$ cat config.mk
export PLATFORM = sky130hd
export DESIGN_NAME = div_unit_flat
export DESIGN_NICKNAME = d
export VERILOG_FILES = /design/src/rtl/div_unit_pkg.sv /design/src/rtl/div_unit_if.sv /design/src/rtl/div_unit.sv /design/src/flat_wrapper.sv
export SDC_FILE = /design/constraint.sdc
export NUM_CORES = 1
export LEC_CHECK = 0
export CELL_PAD_IN_SITES_DETAIL_PLACEMENT = 1
export CELL_PAD_IN_SITES_GLOBAL_PLACEMENT = 1
export CORE_UTILIZATION = 54
export CTS_BUF_LIST = sky130_fd_sc_hd__clkbuf_8
export DETAILED_ROUTE_END_ITERATION = 12
export DONT_BUFFER_PORTS = 1
export PLACE_DENSITY = 0.89
export SETUP_SLACK_MARGIN = 0.2
export SYNTH_ARGS = -nofsm -noshare
export SYNTH_HDL_FRONTEND = slang
export SYNTH_SLANG_ARGS = --single-unit
export TNS_END_PERCENT = 5
$ cat constraint.sdc
create_clock -name iCLK -period 12.8 [get_ports iCLK]
set_input_delay 2.56 -clock iCLK [delete_from_list [all_inputs] [get_ports iCLK]]
set_output_delay 2.56 -clock iCLK [all_outputs]
set_load 0.005 [all_outputs]
$ cat src/rtl/div_unit_pkg.sv
// Shared parameters for the execute-stage divider: operation codes,
// the zero constant, the divider state type and its iteration count.
package div_unit_pkg;

    localparam int OP_W = 5;

    localparam logic [OP_W-1:0] OPDIV  = 5'd12;
    localparam logic [OP_W-1:0] OPDIVU = 5'd13;
    localparam logic [OP_W-1:0] OPREM  = 5'd14;
    localparam logic [OP_W-1:0] OPREMU = 5'd15;

    localparam logic [31:0] ZERO = 32'h0000_0000;

    localparam int DIV_CYCLES = 32;

    typedef enum logic [1:0] {
        IDLE = 2'd0,
        CALC = 2'd1,
        DONE = 2'd2
    } div_state_t;

endpackage

$ cat src/rtl/div_unit_if.sv
// Request/response bundle between the execute stage and the divider.
interface div_unit_if
    import div_unit_pkg::*;
#(
    parameter int WIDTH = 32
);
    logic             iStart;
    logic             iKill;
    logic [OP_W-1:0]  iControl;
    logic [WIDTH-1:0] iA;
    logic [WIDTH-1:0] iB;
    logic             oBusy;
    logic             oDone;
    logic [WIDTH-1:0] oResult;

    // Execute-stage side: issues operations, consumes the result.
    modport master (
        output iStart, iKill, iControl, iA, iB,
        input  oBusy, oDone, oResult
    );

    // Divider side.
    modport slave (
        input  iStart, iKill, iControl, iA, iB,
        output oBusy, oDone, oResult
    );

endinterface

$ cat src/rtl/div_unit.sv
// Iterative radix-2 restoring divider for DIV/DIVU/REM/REMU.
// Works on operand magnitudes for WIDTH cycles, then applies the sign
// correction and the divide-by-zero override while registering oResult.
module div_unit
    import div_unit_pkg::*;
#(
    parameter int WIDTH = 32
)
(
    input logic       iCLK,
    input logic       iRST,
    div_unit_if.slave bus
);

    div_state_t       state;
    logic [OP_W-1:0]  op;
    logic             neg_q;
    logic             neg_r;
    logic             b_zero;
    logic [WIDTH-1:0] dvs;
    logic [WIDTH-1:0] rem;
    logic [WIDTH-1:0] quo;
    logic [5:0]       cnt;

    logic             signed_op;
    logic             a_neg;
    logic             b_neg;
    logic [WIDTH:0]   rem_sh;
    logic             fits;
    logic [WIDTH-1:0] rem_nx;
    logic [WIDTH-1:0] quo_nx;

    // Two's-complement negate when n is set; 0x80000000 maps to itself,
    // which is the correct unsigned magnitude of the most negative value.
    function automatic logic [WIDTH-1:0] neg_if(input logic [WIDTH-1:0] v,
                                                input logic             n);
        logic signed [WIDTH-1:0] s;
        s = $signed(v);
        return n ? $unsigned(-s) : v;
    endfunction

    // Sign correction plus special-case overrides applied on completion.
    function automatic logic [WIDTH-1:0] finalize(input logic [OP_W-1:0]  o,
                                                  input logic [WIDTH-1:0] q,
                                                  input logic [WIDTH-1:0] r,
                                                  input logic             nq,
                                                  input logic             nr,
                                                  input logic             bz);
        logic [WIDTH-1:0] res;
        case (o)
            OPDIV:   res = bz ? '1 : neg_if(q, nq);
            OPDIVU:  res = bz ? '1 : q;
            OPREM:   res = neg_if(r, nr);
            OPREMU:  res = r;
            default: res = '0;
        endcase
        return res;
    endfunction

    // Operand sign decode and one shift/subtract step of the restoring divide.
    always_comb begin
        signed_op = (bus.iControl == OPDIV) || (bus.iControl == OPREM);
        a_neg     = signed_op && bus.iA[WIDTH-1];
        b_neg     = signed_op && bus.iB[WIDTH-1];
        rem_sh    = {rem, quo[WIDTH-1]};
        fits      = (rem_sh >= {1'b0, dvs});
        rem_nx    = rem_sh[WIDTH-1:0];
        quo_nx    = {quo[WIDTH-2:0], 1'b0};
        if (fits) begin
            rem_nx = rem_sh[WIDTH-1:0] - dvs;
            quo_nx = {quo[WIDTH-2:0], 1'b1};
        end
    end

    // Control FSM with registered busy/done/result outputs.
    always_ff @(posedge iCLK or negedge iRST) begin
        if (!iRST) begin
            state       <= IDLE;
            op          <= '0;
            neg_q       <= 1'b0;
            neg_r       <= 1'b0;
            b_zero      <= 1'b0;
            dvs         <= '0;
            rem         <= '0;
            quo         <= '0;
            cnt         <= '0;
            bus.oBusy   <= 1'b0;
            bus.oDone   <= 1'b0;
            bus.oResult <= '0;
        end else begin
            case (state)
                IDLE, DONE: begin
                    bus.oDone <= 1'b0;
                    if (bus.iStart && !bus.iKill) begin
                        op        <= bus.iControl;
                        neg_q     <= a_neg ^ b_neg;
                        neg_r     <= a_neg;
                        b_zero    <= (bus.iB == '0);
                        quo       <= neg_if(bus.iA, a_neg);
                        dvs       <= neg_if(bus.iB, b_neg);
                        rem       <= '0;
                        cnt       <= '0;
                        bus.oBusy <= 1'b1;
                        state     <= CALC;
                    end else begin
                        state <= IDLE;
                    end
                end
                CALC: begin
                    if (bus.iKill) begin
                        bus.oBusy <= 1'b0;
                        state     <= IDLE;
                    end else begin
                        rem <= rem_nx;
                        quo <= quo_nx;
                        cnt <= cnt + 6'd1;
                        if (cnt == 6'(WIDTH - 1)) begin
                            bus.oResult <= finalize(op, quo_nx, rem_nx, neg_q, neg_r, b_zero);
                            bus.oBusy   <= 1'b0;
                            bus.oDone   <= 1'b1;
                            state       <= DONE;
                        end
                    end
                end
                default: begin
                    bus.oBusy <= 1'b0;
                    bus.oDone <= 1'b0;
                    state     <= IDLE;
                end
            endcase
        end
    end

endmodule

$ cat src/flat_wrapper.sv
// flat-port wrapper written by rule: the top's interface ports become plain ports
module div_unit_flat import div_unit_pkg::*;
#(
    parameter int WIDTH = 32
)
  (iCLK, iRST, bus_iStart, bus_iKill, bus_iControl, bus_iA, bus_iB, bus_oBusy, bus_oDone, bus_oResult);
  div_unit_if #(.WIDTH(WIDTH)) bus_i ();
  input logic iCLK;
  input logic iRST;
  input wire logic [$bits(bus_i.iStart)-1:0] bus_iStart;
  input wire logic [$bits(bus_i.iKill)-1:0] bus_iKill;
  input wire logic [$bits(bus_i.iControl)-1:0] bus_iControl;
  input wire logic [$bits(bus_i.iA)-1:0] bus_iA;
  input wire logic [$bits(bus_i.iB)-1:0] bus_iB;
  output wire logic [$bits(bus_i.oBusy)-1:0] bus_oBusy;
  output wire logic [$bits(bus_i.oDone)-1:0] bus_oDone;
  output wire logic [$bits(bus_i.oResult)-1:0] bus_oResult;
  assign bus_i.iStart = bus_iStart;
  assign bus_i.iKill = bus_iKill;
  assign bus_i.iControl = bus_iControl;
  assign bus_i.iA = bus_iA;
  assign bus_i.iB = bus_iB;
  assign bus_oBusy = bus_i.oBusy;
  assign bus_oDone = bus_i.oDone;
  assign bus_oResult = bus_i.oResult;
  div_unit #(.WIDTH(WIDTH)) u_core (.iCLK(iCLK), .iRST(iRST), .bus(bus_i));
endmodule
Yosys cells after proc, flatten, opt, wreduce, memory -nomap -nowiden:

Index checks and enable logic that the tools add are counted.

* bits in registers: 146
* input port bits: 73

* bitwise gates (word level): 2
* add/sub/neg operators: 6
* reduce and logical (&&, ||, !) cells: 14
* eq/ne operators: 13
* $lt $le $gt $ge: 1
* muxes and demuxes: 29

Operators by type and width (count)
* $mux 32: 11
* $neg 32->32: 4
* $pmux 32 s2: 2
* $pmux 32 s4: 1
* $ge 33x32->1: 1
* $logic_not 32->1: 1
* $sub 32x32->32: 1
* $eq 5x4->1 const B: 6
* $mux 6: 2
* $pmux 6 s2: 1
* $mux 1: 8
* $add 6x1->6 const B: 1
* $eq 6x5->1 const B: 1
* $reduce_and 2->1: 3
* $reduce_and 3->1: 2
* $mux 2: 2
* $ne 2x1->1 const B: 2
* $pmux 2 s2: 1
* $logic_and 1x1->1: 3
* $ne 3x2->1 const B: 1
* $eq 2x1->1 const B: 1
* $eq 2x2->1 const B: 1
* $logic_not 2->1: 1
* $ne 2x2->1 const B: 1
* 7 further kinds: 7

Depth between registers and ports, before layout:

* depth in word-level cells: 6
* depth in mapped cells: 22
* depth with buffers taken out: 19

Least setup slack after synthesis:

No wires, ideal clock.

* path type: input port to flip-flop
* start point: in bus_iA[10]
* end point: reg u_core.quo[29]
* path slack: 7.705 ns
* stages on the path: 11
* setup time: 0.136 ns
* required time: 12.664 ns
* arrival: 4.959 ns
* cells stage by stage: or4_4 or3_4 or4_4 or2_4 nor2_1 and3_1 a21oi_1 xnor2_1 nor2_1 a21oi_1 o21ai_0

* word-level cells in the longest chain between the ends: 4

RTL lines
* start: declaration: line flat_wrapper.sv:13 `input wire logic [$bits(bus_i.iA)-1:0] bus_iA;`
* $neg 32->32: line div_unit.sv:39 `return n ? $unsigned(-s) : v;`
* $mux 32: line div_unit.sv:39
* $mux 32: line div_unit.sv:94 `if (bus.iStart && !bus.iKill) begin`
* $pmux 32 s2: line div_unit.sv:91 `case (state)`
* end signal: assignment: line div_unit.sv:99 `quo <= neg_if(bus.iA, a_neg);`
* end signal: assignment: line div_unit.sv:115 `quo <= quo_nx;`
* end: declaration: line div_unit.sv:22 `logic [WIDTH-1:0] quo;`

No other way between the ends. The select of a mux whose other input is x is not followed.
A chain may end at the register's enable or synchronous reset.

Worst setup path in the final report:

* start point: in bus_iKill
* end point: reg u_core.bus.oResult[30]

* word-level cells in the longest chain between the ends: 2

RTL lines
* start: declaration: line flat_wrapper.sv:11 `input wire logic [$bits(bus_i.iKill)-1:0] bus_iKill;`
* $not 1->1 (no source line)
* $reduce_and 3->1 (no source line)
* end signal: assignment: line div_unit.sv:118 `bus.oResult <= finalize(op, quo_nx, rem_nx, neg_q, neg_r, b_zero);`
* end: declaration: line div_unit_if.sv:25 `output oBusy, oDone, oResult`

No other way between the ends.

==> run_results.csv <==
group,metric,value,unit
floorplanning,die_y,147.7,um
grt,grt_max_degree,147,
logic_synthesis,postSynth.asyncResetShare,1.000,
clocking,clockBufferDepth,2,
sta,rsz0062_at_grt,"false",
clocking,cts-root-buf,"clkbuf_8",
logic_synthesis,synth_seq_cells,146,
finish,fin_nets,1502,
setup_path,max_stage_delay,0.70,ns
drt,num_vias,11380,
setup_path,r2r_start,"u_core.rem[13]",
grt,grt_overflow,0,
sta,max_slew.worst_pin.slew,1.233,ns
finish,layout-drive-gt1-share,0.05702,
placement,hpwl,30240,um
logic_synthesis,ys.flop_type,"dfrtp_1",
placement,place.gp.congestion,0.9397,
clocking,holdBufCountCts,0,
setup_path,end_kind,"flip-flop",
grt,grt_pass1_wl,64960,um
logic_synthesis,synth_top_area_share,0.3186,
setup_path,cp.arrival,6.10,ns
setup_path,crit_type,"in2reg",
run_status,status,"completed",
finish,final_cells,1673,
setup_path,startpoint_type,"input port",
logic_synthesis,syn_nets,1552,
pwr,p_per_area,235.9,mW/mm2
sta,fin_crit_sh,0.4439,
clocking,numClockSinks,146,
clocking,cts_tree,"done",
logic_synthesis,yosysTopAreaCell,"dfrtp_1",
drt,drt_iter0_drc,990,
sta,final-hold-violation-count,0,
sta,finClkSkew,0.02367,ns
floorplanning,die-area,0.02182,mm2
clocking,post_cts_buffers,0,
logic_synthesis,syn_inst,1441,
pwr,p_total,2825,uW
setup_path,cpMostUsedCell,"nand2_1",
setup_path,critPathRequiredTime,13.22,ns
placement,port_buffers,0,
worst_hold_path,worstHoldStart,"u_core.op[3]",
clocking,numCtsBuffers,17,
setup_path,startpoint,"bus_iKill",
logic_synthesis,synth_cell_types,87,
drt,drt_pass1_iterations,6,
floorplanning,coreArea,0.02049,mm2
sta,timing.fmax,176.0,MHz
logic_synthesis,synth_area_per_cell,7.959,um2
sta,slew_headroom,0.1780,
worst_hold_path,hold_class,"reg2reg",
setup_path,slowest_stage,"nand2b_1",
sta,setup_violations,0,
sta,tns,0,ns
sta,final_max_slew_viol_count,0,
sta,fin_hold_ws,0.4903,ns
floorplanning,num_rows,52,
logic_synthesis,synth-edff-count,0,
finish,antenna_cells,0,
floorplanning,die_w,147.7,um
setup_path,path_cells,"nand2b_1 > or2_1 > buf_4 > inv_1 > nand2_1 > or3_1 > nor2_1 > mux2i_1 > nand2_1",
clocking,clock_latency,0.49,ns
clocking,cts.clk_slew.worst_paths,0.09,ns
drt,drt-wirelength-per-cell,24.56,um
sta,fin_crit,5.682,ns
grt,first_global_vias,11630,
grt,track_usage,0.3857,
setup_path,crit_path_max_fanout,33,
drt,ant_nets,0,
pwr,peakVddDrop,108.7,uV
drt,wl,41090,um
logic_synthesis,yosys-top-cells-area,"dfrtp_1 (32%), o21ai_0 (8.2%), nand2_1 (6.1%), xnor2_1 (5.3%), xor2_1 (5.2%)",
finish,syn2layout_area_growth,4.451,%
placement,place_inst,1642,
logic_synthesis,yosysWarnings,0,
pwr,p_leak,0.004999,uW
logic_synthesis,ys_seq_area_frac,0.3186,
grt,grt_antenna_before_repair,0,
clocking,cts_max_level,4,
clocking,cts_resized,0,
finish,fin_util,0.5845,
floorplanning,io_pins,107,
logic_synthesis,syn_area,0.01147,mm2
drt,post-route-drc-count,0,
floorplanning,start_util,0.5596,
drt,routed_via_density,6.802,
flow_run,drv_cap,0,
flip-flops by register name (all words and copies together), names as in the netlist, 2 cells and up:
register / count
u_core.rem: 32
u_core.dvs: 32
u_core.quo: 32
u_core.bus.oResult: 32
u_core.op: 5
u_core.state: 2
u_core.cnt: 6
kinds of logic (layout without fill, tap and decap cells):
group / after synthesis / in the layout / share of synthesized area
muxes: 36 / 36 / 0.03229
xor gates and xnor gates: 137 / 137 / 0.1046
buffers and inverters: 130 / 92 / 0.04440
DFF: 146 / 146 / 0.3186
adders and majority gates: 38 / 38 / 0.04211
AOI/OAI and AO/OA: 471 / 471 / 0.2564
and+or+nand+nor: 483 / 483 / 0.2016
worst max-delay path, delay by kind of cell:
| kind | cells | cell delay [ns] |
|---|---|---|
| buffers and inverters | 2 | 0.92 |
| multiplexers | 1 | 0.08 |
| AND/OR/NAND/NOR | 6 | 2.52 |
cell usage after synthesis (11+ instances only):
master    instances
a31oi_1          15
o21ai_1          11
a21oi_1          93
inv_1            50
xnor2_1          69
dfrtp_1         146
nand3_1          21
a22oi_1          31
o21ai_0         188
clkbuf_1         57
nand4_1          18
nor3_1           33
o31ai_1          23
and3_1           12
nor4_1           16
mux2i_1          28
nand2b_1         12
o21a_1           13
xor2_1           68
nor2_1          113
buf_2            16
nand2_1         187
ha_1             37
final timing paths:
kind	end	slack, ns	cells past startpoint
max in group asynchronous	u_core.dvs[15]	10.75	0
max	u_core.bus.oResult[30]	7.12	9
max reg2reg	u_core.bus.oResult[20]	7.83	17
min in group asynchronous	u_core.rem[22]	1.78	0
min reg2reg	u_core.op[3]	0.49	2
min	u_core.op[3]	0.49	2
final cells by class:
class | instances | area [um2]
Inverter | 51 | 191.4
Clock inverter | 12 | 131.4
Tap cell | 270 | 337.8
Sequential cell | 146 | 3654
Fill cell | 2539 | 8516
Clock buffer | 19 | 261.5
Multi-Input combinational cell | 1165 | 7328
Timing Repair Buffer | 10 | 75.07
metrics by stage:
stage | cell area (um2) | setup WS, ns
5_1_grt | 11980 | 6.899
6_report | 11980 | 7.118
3_3_place_gp | 11590 | 6.871
4_1_cts | 11980 | 7.220
3_5_place_dp | 11590 | 6.755
2_1_floorplan | 11470 | 7.705
power by group:
part	leakage (uW)	internal [uW]	total (uW)	switching [uW]
registers	0.00192	549	698	149
clock network	0.000202	184	393	209
logic	0.00288	596	1730	1140
routing by layer:
| layer | up-vias | share of wire | global-route usage |
|---|---|---|---|
| met3 | 112 | 0.072 | 0.06944 |
| met2 | 484 | 0.46 | 0.6108 |
| li1 | 5103 | - | - |
| met4 | 0 | 0.035 | 0.1593 |
| met5 | - | 0 | 0 |
| met1 | 5680 | 0.43 | 0.5201 |
cells in the final DEF, fill, tap and decap left out, drive strengths merged, types with 24 or more instances in the layout:
cell,instances
o21ai,199
nor2,114
ha,37
a21oi,93
dfrtp,146
inv,56
nand2,188
xnor2,69
o31ai,24
mux2i,28
xor2,68
a22oi,31
nor3,33
(Power assumes the default switching activity.)
